$ cat src/rtl/memory_shuffle.sv
// Key-scheduling shuffle over a 256-byte S memory with 1-cycle read latency.
// One iteration reads S[i] and S[j], then writes them back swapped; six cycles per i.
module memory_shuffle #(
  parameter int KEY_LENGTH = 3
) (
  input  logic                    clk,
  input  logic                    reset_n,
  input  logic                    start,
  input  logic [8*KEY_LENGTH-1:0] secret_key,
  output logic [7:0]              address,
  output logic [7:0]              data,
  output logic                    wren,
  input  logic [7:0]              q,
  output logic                    finish
);

  localparam int KW = (KEY_LENGTH > 1) ? $clog2(KEY_LENGTH) : 1;

  typedef enum logic [2:0] {
    IDLE, RD_I, GET_I, RD_J, GET_J, WR_I, WR_J, DONE
  } state_t;

  state_t          r_state;
  state_t          w_state_next;
  logic [7:0]      r_i;
  logic [7:0]      r_j;
  logic [7:0]      r_si;
  logic [7:0]      r_sj;
  logic [KW-1:0]   r_kidx;
  logic [7:0]      w_key [KEY_LENGTH];
  logic [7:0]      w_key_byte;

  // key[0] is the most-significant byte of secret_key
  genvar gi;
  generate
    for (gi = 0; gi < KEY_LENGTH; gi++) begin : g_key
      assign w_key[gi] = secret_key[8*(KEY_LENGTH-1-gi) +: 8];
    end
  endgenerate

  assign w_key_byte = w_key[r_kidx];

  always_ff @(posedge clk or negedge reset_n) begin
    if (!reset_n) begin
      r_state <= IDLE;
      r_i     <= 8'd0;
      r_j     <= 8'd0;
      r_si    <= 8'd0;
      r_sj    <= 8'd0;
      r_kidx  <= '0;
    end else begin
      r_state <= w_state_next;
      case (r_state)
        IDLE: begin
          if (start) begin
            r_i    <= 8'd0;
            r_j    <= 8'd0;
            r_kidx <= '0;
          end
        end
        GET_I: begin
          r_si <= q;
          r_j  <= r_j + q + w_key_byte;
        end
        GET_J: r_sj <= q;
        WR_J: begin
          // key index runs alongside i as a wrapping counter instead of i mod KEY_LENGTH
          if (r_i != 8'hFF) begin
            r_i    <= r_i + 8'd1;
            r_kidx <= (r_kidx == KW'(KEY_LENGTH-1)) ? '0 : r_kidx + KW'(1);
          end
        end
        default: ;
      endcase
    end
  end

  always_comb begin
    w_state_next = r_state;
    address      = 8'd0;
    data         = 8'd0;
    wren         = 1'b0;
    finish       = 1'b0;
    case (r_state)
      IDLE:  if (start) w_state_next = RD_I;
      RD_I: begin
        address      = r_i;
        w_state_next = GET_I;
      end
      GET_I: w_state_next = RD_J;
      RD_J: begin
        address      = r_j;
        w_state_next = GET_J;
      end
      GET_J: w_state_next = WR_I;
      WR_I: begin
        address      = r_i;
        data         = r_sj;
        wren         = 1'b1;
        w_state_next = WR_J;
      end
      WR_J: begin
        address      = r_j;
        data         = r_si;
        wren         = 1'b1;
        w_state_next = (r_i == 8'hFF) ? DONE : RD_I;
      end
      DONE: begin
        finish       = 1'b1;
        w_state_next = IDLE;
      end
      default: w_state_next = IDLE;
    endcase
  end

endmodule

$ cat config.mk
export PLATFORM = sky130hd
export DESIGN_NAME = memory_shuffle
export DESIGN_NICKNAME = d
export VERILOG_FILES = /design/src/rtl/memory_shuffle.sv
export SDC_FILE = /design/constraint.sdc
export NUM_CORES = 1
export LEC_CHECK = 0
export ABC_CLOCK_PERIOD_IN_PS = 3620
export BUFFER_PORTS_ARGS = -buffer_cell sky130_fd_sc_hd__buf_2
export CAP_MARGIN = 10
export CORE_ASPECT_RATIO = 1.25
export CORE_MARGIN = 2
export CORE_UTILIZATION = 51
export DETAILED_ROUTE_END_ITERATION = 12
export PLACE_DENSITY = 0.76
export SLEW_MARGIN = 20
export SYNTH_ARGS = -nofsm -noshare
export SYNTH_HDL_FRONTEND = slang
export SYNTH_SLANG_ARGS = --single-unit
$ cat constraint.sdc
create_clock -name clk -period 3.62 [get_ports clk]
set_input_delay 0 -clock clk [delete_from_list [all_inputs] [get_ports clk]]
set_output_delay 0 -clock clk [all_outputs]
set_load 0.01 [all_outputs]
==> impl_metrics.py <==
metrics = {
    "logic_synthesis": {
        "synth_edf_count": 0,
        "synth.area.top_cells": "dfrtp_1, fa_1, nand2_1",
        "synth_cells": 236,
        "ys_seq_area_frac": 0.3942,
        "synth-seq-cells": 37,
        "synthDistinctLibCells": 37,
        "yosysWarningCount": 0,
        "async_flop_share": 1.000,
        "synth-main-ff-cell": "dfrtp_1",
        "syn_nets": 286,
        "synth.top_cell.area_share": 0.3942,
        "yosysTopAreaCell": "dfrtp_1",
        "syn_avg_cell_area_um2": 9.951,
        "synthesis.area_um2": 2349,
    },
    "global_route": {
        "grt_overflow": 0,
        "grt_pass1_vias": 1931,
        "grt_pass1_wl_um": 9156,
        "antenna_found_initial": 0,
        "grt.total_usage": 0.2319,
        "grt_max_degree": 38,
    },
    "timing": {
        "relSlewSlack": 0.4422,
        "drv_slew": 0,
        "rsz0062_at_grt": "false",
        "worstMarginPinSlew_ns": 0.8366,
        "max_freq_ghz": 0.3154,
        "setup_viol": 0,
        "post-route-period-util": 0.8760,
        "hold_violations": 0,
        "fin_crit_ns": 3.171,
        "final.setup.tns_ns": 0,
        "skew_ns": 0.005425,
    },
    "cells_and_area": {
        "multi_input_area_um2": 1326,
        "final_area_um2": 2843,
        "fin_nets": 343,
        "utilization": 0.6424,
        "mostFrequentLayoutCell": "buf_2",
        "drive_gt1_frac": 0.2619,
        "diodes": 0,
        "final_cell_mix": "buf_2, nand2_1, dfrtp_1",
        "fill_cells": 367,
        "ff_latch_area_um2": 925.9,
        "areaGrowthSynthToFinish_pct": 21.04,
    },
    "clocking": {
        "cts_buffers": 5,
        "cts_setup_buffers": 0,
        "cts_max_level": 2,
        "cts_root_buf": "clkbuf_8",
        "cts.sinks": 37,
        "worstSkewPairLatency_ns": 0.29,
        "cts_tree": "done",
        "cts_buffer_depth": 2,
        "path_clk_slew_ns": 0.08,
    },
    "setup_path": {
        "critPathMaxFanout": 12,
        "cp-end-kind": "flop",
        "cp_data_required_time_ns": 3.84,
        "critPathLaunchType": "flop",
        "critPathKind": "reg -> reg",
        "worstSetupStartpoint": "r_kidx[1]",
        "rr_startpoint": "r_kidx[1]",
        "regToRegSetupSlack_ns": 0.45,
        "critPathArrivalTime_ns": 3.39,
    },
    "routing": {
        "vias_per_cell": 5.463,
        "firstDrtPassIters": 4,
        "num_vias": 1923,
        "drc": 0,
        "ant_nets": 0,
        "routed_wl_um": 5195,
        "drt_iter0_markers": 111,
        "wl_per_cell_um": 14.76,
    },
    "floorplanning": {
        "ioPinCount": 53,
        "core_area_um2": 4425,
        "die_w_um": 64.70,
        "die_h_um": 79.87,
        "rows": 27,
        "die_area_um2": 5167,
        "initial_core_util": 0.5307,
    },
    "flow_run": {
        "drv_cap": 0,
    },
    "power_and_ir_drop": {
        "power.leakage_nw": 1.331,
        "finalPower_w": 0.002378,
        "p_per_area_nw_per_um2": 836.6,
        "ir_drop_mv": 0.3279,
    },
    "outcome": {
        "outcome": "finished clean",
    },
    "placed_design": {
        "io_buffers": 52,
        "placed_area_um2": 2623,
        "place.gp.congestion": 0.7934,
        "dp_hpwl_um": 3791,
    },
    "hold_path": {
        "worstHoldStart": "secret_key[8]",
        "hp-class": "in -> reg",
    },
}
-- final timing paths --
check	cells after the start	to
worst min-delay path	5	r_j[0]
max in group asynchronous	2	r_sj[7]
worst max register to register	13	r_j[7]
worst max-delay path	13	r_j[7]
min in group asynchronous	2	r_i[4]
worst min register to register	2	r_si[4]
-- layer usage --
| layer | global-route usage | part of all wire | wire, um | up-vias |
|---|---|---|---|---|
| met1 | 0.3005 | 0.44 | 2273 | 933 |
| met4 | 0.08298 | 0.020 | 105 | 0 |
| met5 | 0 | 0 | 0 | - |
| li1 | - | - | - | 935 |
| met3 | 0.04372 | 0.039 | 205 | 8 |
| met2 | 0.3875 | 0.50 | 2610 | 47 |
-- synth_stat cells, drive strengths merged, types with 2 or more instances --
cell,n
a32o,8
nand2,42
nand3,3
a21oi,3
xnor2,5
nor2,12
a22o,5
nor2b,13
nand4,3
nand3b,2
dfrtp,37
xor2,9
mux2i,8
mux2,9
clkbuf,4
a22oi,8
inv,6
buf,10
nand2b,3
fa,8
o21ai,19
ha,7
and3,2
-- metrics by stage --
| stage | setup slack, ns | cells | hold WS, ns |
|---|---|---|---|
| 6_report | 0.4490 | 352 | 0.2820 |
| 5_1_grt | 0.1728 | 352 | 0.3356 |
| 4_1_cts | 0.4648 | 352 | 0.2735 |
| 3_5_place_dp | 0.4806 | 334 | 0.1553 |
| 3_3_place_gp | 0.5655 | 334 | 0.1417 |
| 2_1_floorplan | 0.6904 | 236 | -0.2956 |
-- worst max-delay path, stage by stage, from the launching register on --
cell	delay (ns)
dfrtp_1	0.67
nor2b_1	0.24
nand2_1	0.11
o21ai_0	0.11
fa_1	0.50
ha_1	0.17
inv_1	0.05
fa_1	0.39
nor2b_1	0.17
o2111ai_1	0.11
nand4b_1	0.11
xnor2_1	0.09
or3_1	0.30
o21ai_0	0.07
-- repair_timing --
item | CTS | global route
hold buffers | 10 | 0
endpoints found under the hold margin | 47 | 0
gates resized for setup | 0 | 0
-- flip-flops by register name (all words and copies together) (netlist names) --
name	cells
r_i	8
r_j	8
r_si	8
r_sj	8
r_state	3
r_kidx	2
-- area by class of cell --
class	instances	area share
clock buffers	6	0.02905
inverters	6	0.007923
multi-input cells	179	0.4665
well taps	58	0.02553
clock inverters	2	0.01320
flip-flops and latches	37	0.3257
repair buffers	64	0.1320
-- power breakdown --
| part | internal, W | total [W] | switching, W | leakage [nW] |
|---|---|---|---|---|
| Sequential | 0.000575 | 0.000777 | 0.000202 | 0.472 |
| Combinational | 0.000580 | 0.00122 | 0.000638 | 0.802 |
| Clock | 0.000224 | 0.000383 | 0.000159 | 0.0574 |
-- kinds of logic after synthesis --
group,count (synthesis),share of synthesized area
AOI/OAI and AO/OA,47,0.1417
and+or+nand+nor,86,0.1881
DFF,37,0.3942
adders and majority gates,15,0.1055
buffers and inverters,20,0.04102
xor gates and xnor gates,14,0.05221
muxes,17,0.07725
No activity file was read; power rests on OpenSTA's default activity.
